### src/rtl/rx_os_lane_counters_pkg.sv
// Shared encodings and types for the receive-side ordered-set lane counter bank.
// The substate encoding is shared with the master RX LTSSM controller.
package rx_os_lane_counters_pkg;

  localparam int unsigned MAXLANES_DEF = 16;
  localparam int unsigned CNT_W_DEF    = 5;
  localparam int unsigned SUBSTATE_W   = 4;
  localparam int unsigned OS_TYPE_W    = 2;
  localparam int unsigned CMP_W        = 5;
  localparam int unsigned NLANES_W     = 5;

  // LTSSM substates, shared with the master RX LTSSM
  typedef enum logic [SUBSTATE_W-1:0] {
    DETECT_QUIET                    = 4'd0,
    DETECT_ACTIVE                   = 4'd1,
    POLLING_ACTIVE                  = 4'd2,
    POLLING_CONFIGURATION           = 4'd3,
    CONFIGURATION_LINKWIDTH_START   = 4'd4,
    CONFIGURATION_LINKWIDTH_ACCEPT  = 4'd5,
    CONFIGURATION_LANENUM_WAIT      = 4'd6,
    CONFIGURATION_LANENUM_ACCEPT    = 4'd7,
    CONFIGURATION_COMPLETE          = 4'd8,
    CONFIGURATION_IDLE              = 4'd9,
    L0                              = 4'd10
  } substate_e;

  // Stored previous substate after reset; no real substate uses it
  localparam logic [SUBSTATE_W-1:0] SUBSTATE_RESET = 4'hF;

  // Decoded ordered-set types
  typedef enum logic [OS_TYPE_W-1:0] {
    OS_OTHER = 2'd0,
    OS_TS1   = 2'd1,
    OS_TS2   = 2'd2,
    OS_IDLE  = 2'd3
  } os_type_e;

  // One lane's decoded ordered-set payload for a single cycle
  typedef struct packed {
    logic     valid;
    os_type_e os_type;
    logic     link_pad;
    logic     lane_pad;
  } lane_os_t;

  // Exit-criterion match for one OS in the given substate; pad_check enables PAD qualifiers
  function automatic logic os_match(input logic [SUBSTATE_W-1:0] substate,
                                    input lane_os_t os,
                                    input logic pad_check);
    logic link_ok;
    logic both_ok;
    logic m;
    link_ok = !(pad_check && os.link_pad);
    both_ok = link_ok && !(pad_check && os.lane_pad);
    m       = 1'b0;
    case (substate)
      POLLING_ACTIVE:                 m = (os.os_type == OS_TS1) || (os.os_type == OS_TS2);
      POLLING_CONFIGURATION:          m = (os.os_type == OS_TS2);
      CONFIGURATION_LINKWIDTH_START,
      CONFIGURATION_LINKWIDTH_ACCEPT: m = (os.os_type == OS_TS1) && link_ok;
      CONFIGURATION_LANENUM_WAIT,
      CONFIGURATION_LANENUM_ACCEPT:   m = (os.os_type == OS_TS1) && both_ok;
      CONFIGURATION_COMPLETE:         m = (os.os_type == OS_TS2) && both_ok;
      CONFIGURATION_IDLE:             m = (os.os_type == OS_IDLE);
      default:                        m = 1'b0;
    endcase
    return m;
  endfunction

endpackage

### src/rtl/rx_os_lane_counters_if.sv
// Per-lane decoded ordered-set bus from the RX decoders into the counter bank.
interface rx_os_lane_counters_if #(
  parameter int unsigned MAXLANES = 16
);

  logic [MAXLANES-1:0]   osValid;
  logic [2*MAXLANES-1:0] osType;
  logic [MAXLANES-1:0]   osLinkPad;
  logic [MAXLANES-1:0]   osLanePad;

  modport master (
    output osValid,
    output osType,
    output osLinkPad,
    output osLanePad
  );

  modport slave (
    input osValid,
    input osType,
    input osLinkPad,
    input osLanePad
  );

endinterface

### src/rtl/rx_os_lane_counters_lane.sv
// One lane's consecutive-OS counter with saturating count and sticky threshold bit.
// Build option: RX_OS_PAD_CHECK_EN enables the link/lane PAD qualifiers in the match rule.
module rx_os_lane_counter
  import rx_os_lane_counters_pkg::*;
#(
  parameter int unsigned CNT_W = CNT_W_DEF
) (
  input  logic                  clk,
  input  logic                  reset,
  input  logic                  clear_i,
  input  logic [SUBSTATE_W-1:0] substate_i,
  input  logic [CMP_W-1:0]      cmp_count_i,
  input  lane_os_t              os_i,
  output logic                  hit_o
);

`ifdef RX_OS_PAD_CHECK_EN
  localparam logic PAD_CHECK = 1'b1;
`else
  localparam logic PAD_CHECK = 1'b0;
`endif

  localparam logic [CNT_W-1:0] CNT_MAX = '1;

  logic [CNT_W-1:0] cnt_q;
  logic [CNT_W-1:0] cnt_d;
  logic             hit_q;
  logic             hit_d;
  logic             match_c;

  assign match_c = os_match(substate_i, os_i, PAD_CHECK);

  // Next count / sticky bit: clear wins, then accepted OS advances or restarts the run
  always_comb begin
    cnt_d = cnt_q;
    hit_d = hit_q;
    if (clear_i) begin
      cnt_d = '0;
      hit_d = 1'b0;
    end else if (os_i.valid) begin
      if (match_c) begin
        cnt_d = (cnt_q == CNT_MAX) ? cnt_q : cnt_q + CNT_W'(1);
      end else begin
        cnt_d = '0;
      end
      if ((cmp_count_i != '0) && (32'(cnt_d) >= 32'(cmp_count_i))) begin
        hit_d = 1'b1;
      end
    end
  end

  // Counter and threshold state
  always_ff @(posedge clk or negedge reset) begin
    if (!reset) begin
      cnt_q <= '0;
      hit_q <= 1'b0;
    end else begin
      cnt_q <= cnt_d;
      hit_q <= hit_d;
    end
  end

  assign hit_o = hit_q;

endmodule

### src/rtl/rx_os_lane_counters.sv
// Per-lane ordered-set counter bank for the receive-side LTSSM.
// Holds the shared previous-substate register and lane-active decode; one counter per lane.
// Build option: RX_OS_PAD_CHECK_EN (see rx_os_lane_counter).
module rx_os_lane_counters
  import rx_os_lane_counters_pkg::*;
#(
  parameter int unsigned MAXLANES = MAXLANES_DEF,
  parameter int unsigned CNT_W    = CNT_W_DEF
) (
  input  logic                  clk,
  input  logic                  reset,
  input  logic [SUBSTATE_W-1:0] substate,
  input  logic [MAXLANES-1:0]   resetOsCheckers,
  input  logic [CMP_W-1:0]      comparatorsCount,
  input  logic [NLANES_W-1:0]   numberOfDetectedLanes,
  rx_os_lane_counters_if.slave  os_bus,
  output logic [MAXLANES-1:0]   countersComparators
);

  logic [SUBSTATE_W-1:0] prev_substate_q;
  logic                  substate_chg_c;
  logic [MAXLANES-1:0]   lane_active_c;
  logic [MAXLANES-1:0]   lane_clear_c;

  // Previous substate, compared every cycle to detect a substate change
  always_ff @(posedge clk or negedge reset) begin
    if (!reset) begin
      prev_substate_q <= SUBSTATE_RESET;
    end else begin
      prev_substate_q <= substate;
    end
  end

  assign substate_chg_c = (substate != prev_substate_q);

  for (genvar g = 0; g < MAXLANES; g++) begin : gen_lane
    lane_os_t lane_os;

    assign lane_active_c[g] = (32'(g) < 32'(numberOfDetectedLanes));
    assign lane_clear_c[g]  = !resetOsCheckers[g] || substate_chg_c || !lane_active_c[g];
    assign lane_os          = {os_bus.osValid[g], os_bus.osType[2*g+1:2*g],
                               os_bus.osLinkPad[g], os_bus.osLanePad[g]};

    rx_os_lane_counter #(
      .CNT_W (CNT_W)
    ) u_lane (
      .clk         (clk),
      .reset       (reset),
      .clear_i     (lane_clear_c[g]),
      .substate_i  (substate),
      .cmp_count_i (comparatorsCount),
      .os_i        (lane_os),
      .hit_o       (countersComparators[g])
    );
  end

endmodule
### src/flat_wrapper.sv
// flat-port wrapper written by rule: the top's interface ports become plain ports
module rx_os_lane_counters_flat import rx_os_lane_counters_pkg::*;
#(
  parameter int unsigned MAXLANES = MAXLANES_DEF,
  parameter int unsigned CNT_W    = CNT_W_DEF
)
  (clk, reset, substate, resetOsCheckers, comparatorsCount, numberOfDetectedLanes, countersComparators, os_bus_osValid, os_bus_osType, os_bus_osLinkPad, os_bus_osLanePad);
  rx_os_lane_counters_if #(.MAXLANES(MAXLANES)) os_bus_i ();
  input  logic clk;
  input  logic reset;
  input  logic [SUBSTATE_W-1:0] substate;
  input  logic [MAXLANES-1:0] resetOsCheckers;
  input  logic [CMP_W-1:0] comparatorsCount;
  input  logic [NLANES_W-1:0] numberOfDetectedLanes;
  output logic [MAXLANES-1:0] countersComparators;
  input wire logic [$bits(os_bus_i.osValid)-1:0] os_bus_osValid;
  input wire logic [$bits(os_bus_i.osType)-1:0] os_bus_osType;
  input wire logic [$bits(os_bus_i.osLinkPad)-1:0] os_bus_osLinkPad;
  input wire logic [$bits(os_bus_i.osLanePad)-1:0] os_bus_osLanePad;
  assign os_bus_i.osValid = os_bus_osValid;
  assign os_bus_i.osType = os_bus_osType;
  assign os_bus_i.osLinkPad = os_bus_osLinkPad;
  assign os_bus_i.osLanePad = os_bus_osLanePad;
  rx_os_lane_counters #(.MAXLANES(MAXLANES), .CNT_W(CNT_W)) u_core (.clk(clk), .reset(reset), .substate(substate), .resetOsCheckers(resetOsCheckers), .comparatorsCount(comparatorsCount), .numberOfDetectedLanes(numberOfDetectedLanes), .os_bus(os_bus_i), .countersComparators(countersComparators));
endmodule
### config.mk
export PLATFORM = sky130hd
export DESIGN_NAME = rx_os_lane_counters_flat
export DESIGN_NICKNAME = d
export VERILOG_FILES = /design/src/rtl/rx_os_lane_counters_pkg.sv /design/src/rtl/rx_os_lane_counters_if.sv /design/src/rtl/rx_os_lane_counters_lane.sv /design/src/rtl/rx_os_lane_counters.sv /design/src/flat_wrapper.sv
export SDC_FILE = /design/constraint.sdc
export NUM_CORES = 1
export LEC_CHECK = 0
export ABC_AREA = 1
export CAP_MARGIN = 0
export CORE_UTILIZATION = 45
export DETAILED_ROUTE_END_ITERATION = 12
export PLACE_DENSITY_LB_ADDON = 0.1
export SYNTH_ARGS = -nofsm -noshare
export SYNTH_HDL_FRONTEND = slang
export SYNTH_SLANG_ARGS = --single-unit
### constraint.sdc
create_clock -name clk -period 2.77 [get_ports clk]
set_input_delay 0.554 -clock clk [delete_from_list [all_inputs] [get_ports clk]]
set_output_delay 0.554 -clock clk [all_outputs]
set_load 0.005 [all_outputs]
== Word-level counts from Yosys, hierarchy flattened ==
Index checks and enable logic that the tools add are counted.
Storage, ports and cells
  register bits: 100
  bits of input ports: 112
  output and inout bits: 16
  logic and storage cells: 461
Cells by class
  add/sub/neg operators: 16
  magnitude comparators: 32
  eq/ne operators: 73
  mux-type cells: 160
  reduce and logical (&&, ||, !) cells: 147
Operators with widths (number)
  $mux 5: 96
  $add 5x1->5 const B: 16
  $eq 5x5->1 const B: 16
  $ge 5x5->1: 16
  $eq 2x2->1 const B: 32
  $pmux 1 s4: 16
  $reduce_bool 2->1: 32
  $logic_or 1x1->1: 48
  $mux 1: 48
  $lt 4x5->1 const A: 8
  $eq 2x1->1 const B: 16
  $logic_not 1->1: 32
  $reduce_and 2->1: 16
  $lt 3x5->1 const A: 4
  $eq 4x3->1 const B: 4
  $logic_and 1x1->1: 16
  $lt 1x5->1 const A: 2
  $lt 2x5->1 const A: 2
  $eq 4x2->1 const B: 2
  $eq 4x4->1 const B: 2
  $reduce_bool 5->1: 1
  $ne 4x4->1: 1
  $reduce_or 4->1: 1
  $reduce_or 2->1: 1

== Logic depth before layout (Yosys ltp) ==
Gate-level depths: netlist (run 1).
  word-level depth: 11
  mapped depth: 19

== Hierarchy ==
A second synthesis (run 1) with hierarchy kept.
Second synthesis, totals
  cells, all modules: 1701
  area, all modules: 11050.6 µm²
By module, submodules not included
  rx_os_lane_counter at u_core.gen_lane[0].u_lane ...: times used 15, cells each 102, area an instance 664.4 µm², sequential area each 150.1 µm²
  rx_os_lane_counter at u_core.gen_lane[5].u_lane: times used 1, cells each 101, area an instance 660.6 µm², sequential area each 150.1 µm²
  rx_os_lane_counters: times used 1, cells each 70, area an instance 424.2 µm², sequential area each 105.1 µm²

== Worst setup path before layout (run 1) ==
Ideal clock, no wire load.
  kind: input port to flip-flop
  from: input substate[3]
  to: register u_core.gen_lane[11].u_lane.hit_q
  arrival time: 2243 ps
  slack: 408 ps
  stages on the path: 12
  buffers on the path: 1
  path through: nor2_2 -> buf_2 -> nand3b_1 -> nand4_2 -> inv_1 -> a21oi_1 -> ha_1 -> a21oi_1 -> o21ai_0 -> or2_2 -> nand3_1 -> nand2_1
On the way
  longest elaborated chain between the ends: 10
  elaborated cells between the ends (all ways): 23
  those cells by class: order compare: 1; eq/ne: 9; mux: 5; reduce/logical: 8
Ends and longest elaborated chain
  start: declaration: RTL line flat_wrapper.sv:11  | input logic [SUBSTATE_W-1:0] substate;
  $eq 4x3->1 (tied with other cells): RTL line rx_os_lane_counters_pkg.sv:56  | case (substate)
  $reduce_or 4->1 (no source line) / $reduce_or 2->1 (equally long branches)
  $pmux 1 s4: RTL line rx_os_lane_counters_pkg.sv:56
  $mux 5: RTL line rx_os_lane_counters_lane.sv:41  | if (match_c) begin
  $mux 5: RTL line rx_os_lane_counters_lane.sv:40  | end else if (os_i.valid) begin
  $mux 5: RTL line rx_os_lane_counters_lane.sv:37  | if (clear_i) begin
  $ge 5x5->1: RTL line rx_os_lane_counters_lane.sv:46  | if ((cmp_count_i != '0) && (32'(cnt_d) >= 32'(cmp_count_i))) begin
  $logic_and 1x1->1: RTL line rx_os_lane_counters_lane.sv:46
  $reduce_bool 2->1 (no source line)
  $reduce_and 2->1 (no source line)
  end signal: assignment: RTL line rx_os_lane_counters_lane.sv:59  | hit_q <= hit_d;
  end: declaration: RTL line rx_os_lane_counters_lane.sv:27  | logic hit_q;
Parallel ways exist; a longest one is shown, timed or not. The select of a mux whose other input is x is not followed.
A chain may end at the register's enable or synchronous reset.

== Worst setup path in the final report (run 1) ==
  from: input os_bus_osType[0]
  to: register u_core.gen_lane[0].u_lane.hit_q
On the way
  longest elaborated chain between the ends: 10
  elaborated cells between the ends (all ways): 12
  those cells by class: order compare: 1; eq/ne: 3; mux: 4; reduce/logical: 4
Ends and longest elaborated chain
  start: declaration: RTL line flat_wrapper.sv:17  | input wire logic [$bits(os_bus_i.osType)-1:0] os_bus_osType;
  $eq 2x1->1 / $eq 2x2->1 (equally long branches)
  $logic_or 1x1->1: RTL line rx_os_lane_counters_pkg.sv:57  | POLLING_ACTIVE: m = (os.os_type == OS_TS1) || (os.os_type == OS_TS2);
  $pmux 1 s4 (*): RTL line rx_os_lane_counters_pkg.sv:56
  $mux 5 (*): RTL line rx_os_lane_counters_lane.sv:41
  $mux 5 (*): RTL line rx_os_lane_counters_lane.sv:40
  $mux 5 (*): RTL line rx_os_lane_counters_lane.sv:37
  $ge 5x5->1 (*): RTL line rx_os_lane_counters_lane.sv:46
  $logic_and 1x1->1 (*): RTL line rx_os_lane_counters_lane.sv:46
  $reduce_bool 2->1 (no source line) (*)
  $reduce_and 2->1 (no source line) (*)
  end signal: assignment: RTL line rx_os_lane_counters_lane.sv:59
  end: declaration: RTL line rx_os_lane_counters_lane.sv:27
Every way passes the cells marked *; elsewhere a longest branch is shown, timed or not. The select of a mux whose other input is x is not followed.

==> results of run 1 <==
[final timing paths]
path | startpoint | end | slack [ns] | depth (start not counted)
worst max-delay path | os_bus_osType[0] | u_core.gen_lane[0].u_lane.hit_o | 0.22 | 15
worst min-delay path | reset | u_core.gen_lane[0].u_lane.cnt_q[2] | 0.18 | 1
worst max register to register | u_core.gen_lane[11].u_lane.cnt_q[0] | u_core.gen_lane[11].u_lane.hit_o | 0.39 | 11
worst min register to register | u_core.gen_lane[0].u_lane.cnt_q[4] | u_core.gen_lane[0].u_lane.cnt_q[4] | 0.48 | 2
max in group asynchronous | reset | u_core.prev_substate_q[0] | 1.87 | 2
min in group clk | u_core.gen_lane[0].u_lane.cnt_q[4] | u_core.gen_lane[0].u_lane.cnt_q[4] | 0.48 | 2
[kinds of logic after synthesis]
kind of cell | count (synthesis) | share of synthesized area (%)
adders and majority gates | 144 | 18.9
and+or+nand+nor | 746 | 36.1
AOI/OAI and AO/OA | 101 | 5.35
buffers and inverters | 198 | 8.83
xor gates and xnor gates | 49 | 4.50
DFF | 100 | 26.3
[cell usage after synthesis (19+ instances only)]
| library cell | instances |
|---|---|
| inv_1 | 168 |
| nand4_1 | 19 |
| nor2_2 | 19 |
| a21oi_1 | 65 |
| ha_1 | 144 |
| buf_4 | 19 |
| xor2_1 | 32 |
| nor2_1 | 133 |
| nand3_1 | 116 |
| dfrtp_1 | 96 |
| o21ai_0 | 32 |
| nand2_1 | 396 |
[power breakdown]
part	total [mW]	internal (mW)	switching (mW)
clock	1.34	0.711	0.626
sequential	1.47	1.46	0.00330
combinational	0.711	0.315	0.396
[stage by stage]
stage	setup slack, ns	area, sq um
after global routing	0.0299	11900
final	0.223	11900
after CTS	0.00790	11900
after global placement	-0.308	11600
after detailed placement	-0.338	11600
after floorplan	0.408	9540
[final cells by class]
class | count | area share (%)
inverter | 174 | 5.47
tap | 270 | 2.83
sequential | 100 | 21.0
clock buffer | 10 | 1.92
multi-input combinational | 1040 | 51.9
clock inverter | 6 | 0.576
timing repair buffer | 221 | 16.3
[metal layers]
metal | wire length (um) | vias up | GRT usage, %
met5 | 0 | - | 0
met4 | 404 | 0 | 7.58
met3 | 896 | 24 | 2.93
met2 | 10900 | 154 | 37.7
met1 | 12100 | 4064 | 32.8
li1 | - | 4695 | -
[flip-flops by register name, indices dropped and copies added (netlist names)]
name	count
u_core.gen_lane.u_lane.cnt_q	80
u_core.gen_lane.u_lane.hit_o	16
u_core.prev_substate_q	4
[what timing repair did]
action                     4_1_cts  5_1_grt
buffers inserted                 0        3
resized for setup                0        8
setup endpoints to repair        0       16
==> run metrics, run 1 <==
via count=8937; Leak Pwr=6.53 nW; Synth cell types=34; largest net degree at the start of global routing=41; Wirelength per Cell=13.3 um; Initial DRT Pass Iterations=4; Finished Layout Cells=1821; family with the most delay on the worst path=simple AND/OR/NAND/NOR gates; most common cell after layout, fill and taps aside=nand2_1; Crit-path slowest cell=clkdlybuf4s50_1; CTS H-tree lvls=3; fillcell total=1966; Synth Instances=1338; RePlAce Congestion=0.827; CP Cell Sequence=clkdlybuf4s50_1 -> inv_1 -> ha_1 -> nand3b_1 -> nand3_1 -> nor2_1 -> buf_4 -> nor2_1 -> ha_1 -> a21oi_1 -> o21ai_0 -> nor2_1 -> nor2_1 -> nand2_1 -> nand2_1; Clock Path Buffers=2; register area share after synthesis=26.3%; Core Area=20500 sq um; Clock Skews=0.0117 ns; Initial Util=46.5%; post-detail-place hpwl=19.4 mm; Post-synth EDFFs=0; final setup TNS=0 ns; Synth warnings=0; slew margin rel.=58.4%; Total Wirelength=24.3 mm; Crit. End Element=register; # setup viols final=0; row count=52; Syn Area/Cell=7.13 sq um; PortBufs=95; worst hold path type=in -> async; startpoint types=input pin; Critical Path RT=3.02 ns; Post-Syn Nets=1594; CP max stage delay=0.48 ns; WS Path Type=in -> reg; Hold Fails Final Rpt=0; leading cell types in the layout, fill and taps excluded=nand2_1, inv_1, ha_1; Die Ht=148 um; Clock Pin Slew Worst Setup and Hold Paths=0.07 ns; clock buffer count from CTS=9; power per standard cell area=295 nW/um^2; area occupied by registers=2510 sq um; Worst Tran Pin Value=0.619 ns; CTS tree=yes; cell mode on critical path=nor2_1; initial detailed-routing violation count=432; status=finished clean; clock latency on the worst-skew pair=0.36 ns; CTS root buf=clkbuf_16; cts-stage hold buffer count=0; synth top area cells=dfrtp_1, ha_1, nand2_1, inv_1, nand3_1; layout cells sized above 1=13.6%; cell taking the most area after synthesis=dfrtp_1; top cell type's share of synthesized area=25.2%; minimum clock period=2.55 ns; DIE WIDTH=148 um; clk sinks=100; Ports=128; mapped cell area=9540 sq um; die area=21800 sq um; diodes inserted=0; area of the multi-input gates=6200 sq um; f_max=393 MHz; RSZ-0062 raised after global routing=false; Final Util=58.3%; DRC viols=0; antenna viol nets, final=0; worst path bufs/invs=3; area grow syn2layout=25.2%; worst hold margin=0.179 ns; Final Max Slew Viols=0; first-pass GRT wire length=40.8 mm; vias in the first global route=8548; Peak VDD IR=0.000252 V; Final Cycle Share=92.0%; Synth Flop Type=dfrtp_1; crit path max fanout=5; FFs w/ async S/R, synth=100%; Max Cap Viol=0; number of antenna violations at the first check in global routing=0; Pwr Total=3.52 mW; vias per std cell=4.91; Data arrival, critical path=2.80 ns; synthesized flop and latch total=100; layout net count=1802; gr ovfl total=0; number of cells after detailed placement=1802; Total GRT Usage=23.5%
Note: power is estimated with default switching activity, not from simulation.
==> run 2, diff against run 1 <==
--- a/config.mk
+++ b/config.mk
@@ -12,4 +12,5 @@
 export PLACE_DENSITY_LB_ADDON = 0.1
 export SYNTH_ARGS = -nofsm -noshare
 export SYNTH_HDL_FRONTEND = slang
+export SYNTH_HIERARCHICAL = 1
 export SYNTH_SLANG_ARGS = --single-unit
==> run metrics, run 2 <==
Synth Area in Simple Gates=39.7% (+3.6 points); Synth Area in Compound Gates=6.05% (+0.69 points); Critical Path RT=3.01 ns (about the same); cts-stage hold buffer count=1 (+1); Core Area=23800 sq um (+16%); Synth top cells by count=nand2_1, inv_1, nor2_1, nand3_1, ha_1; Leak Pwr=7.58 nW (+16%); gr busiest metal=met2; Clock Skews=0.0119 ns (+0.000177 ns); Synth Instances=1701 (+27%); clk sinks=100 (unchanged); Worst Tran Pin Value=0.433 ns (-0.186 ns); FFs w/ async S/R, synth=100% (unchanged); f_max=411 MHz (+4.7%); met3 global-route usage=2.77% (-0.16 points); synthesized flop and latch total=100 (unchanged); Total Wirelength=26.8 mm (+10%); via count=10500 (+18%); RePlAce Congestion=0.849 (+2.6%); area grow syn2layout=20.7%; Synth Flop Type=dfrtp_1; minimum clock period=2.43 ns (-0.114 ns); DRC viols=0 (unchanged); Synth warnings=6 (+6); clock latency on the worst-skew pair=0.36 ns (about the same); mapped cell area=11100 sq um (+16%); Place WS=-0.0545 ns (+0.284 ns); met1 Usage GRT=29.1% (-3.7 points); initial detailed-routing violation count=434 (+0.46%); Total GRT Usage=22.1% (-1.4 points); # setup viols final=0 (unchanged); number of antenna violations at the first check in global routing=0 (unchanged); synth top area cells=dfrtp_1, ha_1, nand2_1, inv_1, nand3_1; cell taking the most area after synthesis=dfrtp_1; first-pass GRT wire length=46.0 mm (+13%); crit path max fanout=34 (+29); Final Util=56.1% (-2.1 points); Pwr Total=3.64 mW (+3.4%); leading cell types in the layout, fill and taps excluded=nand2_1, inv_1, nor2_1; vias in the first global route=9868 (+15%); worst hold path type=reg -> reg; Synth Area in XOR/XNOR=1.51% (-3.0 points); clock buffer count from CTS=9 (unchanged); Largest Register=u_core/gen_lane.u_lane/cnt_q; most common cell after layout, fill and taps aside=nand2_1; Die Ht=159 um (+7.5%); Clock Pin Slew Worst Setup and Hold Paths=0.07 ns (about the same); power per standard cell area=273 nW/um^2 (-7.4%); Worst R2R Setup Slack=0.65 ns (+0.26 ns); startpoint types=input pin; CP Cell Sequence=clkdlybuf4s50_1 -> buf_12 -> inv_1 -> nor2_1 -> nand3_1 -> nand2_1 -> nand2_2 -> nand2_4 -> inv_2 -> a21oi_2 -> ha_1 -> nand2_1 -> inv_1 -> a21oi_1 -> nand3_1 -> nand2_1 -> a21oi_1; layout net count=2135 (+18%); CTS H-tree lvls=3 (unchanged); Final Max Slew Viols=0 (unchanged); adder-cell share of the synthesized area=16.3% (-2.6 points); CP max stage delay=0.51 ns (+0.03 ns); hold_sp=u_core/gen_lane[3].u_lane/hit_o; Final Cycle Share=87.8% (-4.1 points); Max Cap Viol=0 (unchanged); diodes inserted=0 (unchanged); max FFs per register=80 (unchanged); CTS root buf=clkbuf_16; Reg2Reg Depth=12 (+1); RR Endpoint=u_core/gen_lane[12].u_lane/hit_o; met2 usage=37.7% (about the same); DIE WIDTH=159 um (+7.5%); Clock Path Buffers=2 (unchanged); Post-synth EDFFs=0 (unchanged); layout cells sized above 1=13.3% (-0.31 points); count leader, synth=nand2_1; worst hold stages=2; Data arrival, critical path=2.68 ns (-0.12 ns); vias per std cell=4.79 (-2.3%); PortBufs=95 (unchanged); gr ovfl total=0 (unchanged); Ports=128 (unchanged); Crit-path slowest cell=clkdlybuf4s50_1; worst path bufs/invs=5 (+2); postcts setup bufs=0 (unchanged); Synth cell types=27 (-21%); Initial Util=46.5% (about the same); slew margin rel.=71.1% (+13 points); Critical R2R Launch=u_core/gen_lane[12].u_lane/cnt_q[0]; Crit. End Element=register; top cell type's share of synthesized area=21.7% (-3.5 points); family with the most delay on the worst path=buffers and inverters; largest net degree at the start of global routing=66 (+61%); worst setup margin=0.337 ns (+0.114 ns); RSZ-0062 raised after global routing=false; Initial DRT Pass Iterations=5 (+1); post-synthesis mux area share=0% (unchanged); status=finished clean; Peak VDD IR=0.000248 V (-1.8%); CTS tree=yes; WS Path Type=in -> reg; Syn Area/Cell=6.50 sq um (-8.8%); antenna viol nets, final=0 (unchanged); row count=56 (+7.7%); post-detail-place hpwl=20.1 mm (+3.5%); WHS Endpoint=u_core/gen_lane[3].u_lane/hit_o; Hold Fails Final Rpt=0 (unchanged); die area=25200 sq um (+16%); Wirelength per Cell=12.2 um (-8.5%); largest family of logic cells by synthesized area=simple AND/OR/NAND/NOR gates; post-cts sizing count=0 (unchanged); cell mode on critical path=nand2_1; register area share after synthesis=22.7% (-3.6 points); Post-Syn Nets=1957 (+23%)
-- run 2: changes by cell type after synthesis, sizes merged, moves of 3 or more --
cell / before / now
nand3: 120 / 178
xor2: 32 / 16
nand3b: 20 / 16
clkinv: 1 / 16
nand2: 401 / 525
nand4: 27 / 49
a21boi: 1 / 16
inv: 173 / 381
xnor2: 17 / 3
buf: 24 / 1
a21oi: 65 / 48
nor3: 5 / 2
-- run 2: stage by stage --
step | setup TNS, ns | cells | hold WS [ns] | instance area, sq um
finish | 0 | 2200 | 0.510 | 13300
global route | 0 | 2200 | 0.526 | 13300
CTS | 0 | 2200 | 0.515 | 13300
detailed placement | -0.275 | 2186 | 0.372 | 13000
global placement | -0.0283 | 2186 | 0.374 | 13000
floorplan | 0 | 1701 | 0.258 | 11100
-- run 2: final cells by class --
class | count | area [sq um]
multi-input cells | 1203 | 7020
fillers | 2347 | 10400
flip-flops and latches | 100 | 2510
inverters | 397 | 1510
clock buffers | 10 | 229
repair buffers | 168 | 1600
well taps | 319 | 399
clock inverters | 3 | 65.1
-- run 2: cells by family (layout without fill, tap and decap cells) --
family / Yosys count / in the layout
compound gates: 101 / 101
xor+xnor: 19 / 19
simple gates: 939 / 939
fa+ha+maj: 144 / 144
flops: 100 / 100
buf+inv: 398 / 578
-- run 2: worst max path at each step --
| stage | startpoint | endpoint | slack [ns] | cells after the start |
|---|---|---|---|---|
| 2_1_floorplan | os_bus_osType[28] | u_core/gen_lane[14].u_lane/hit_o | 0.68 | 16 |
| 3_3_place_gp | substate[3] | u_core/gen_lane[5].u_lane/hit_o | -0.01 | 17 |
| 3_5_place_dp | substate[3] | u_core/gen_lane[5].u_lane/hit_o | -0.05 | 17 |
| 4_1_cts | substate[3] | u_core/gen_lane[5].u_lane/hit_o | 0.33 | 17 |
| 5_1_grt | substate[3] | u_core/gen_lane[0].u_lane/hit_o | 0.08 | 17 |
| 6_report | substate[3] | u_core/gen_lane[4].u_lane/hit_o | 0.34 | 17 |
-- run 2: worst min-delay path: stages (launching register included) --
cell and delay, ns:
dfrtp_1 0.37, inv_1 0.05, a21oi_1 0.05
-- run 2: routing by layer --
metal | vias to the layer above | routed length (um)
met2 | 168 | 12400
met4 | 0 | 404
li1 | 5615 | -
met5 | - | 0
met3 | 28 | 1120
met1 | 4735 | 12900
-- run 2: power breakdown --
part	total, mW	switching (mW)	internal (mW)
clock network	1.35	0.572	0.777
registers	1.47	0.00280	1.47
logic	0.819	0.478	0.341
==> run 3, diff against run 2 <==
--- a/config.mk
+++ b/config.mk
@@ -6,6 +6,7 @@
 export NUM_CORES = 1
 export LEC_CHECK = 0
 export ABC_AREA = 1
+export ABC_CLOCK_PERIOD_IN_PS = 2770
 export CAP_MARGIN = 0
 export CORE_UTILIZATION = 45
 export DETAILED_ROUTE_END_ITERATION = 12
==> results of run 3 <==
No change in the layout: final DEF, timing and power equal those of run 2.
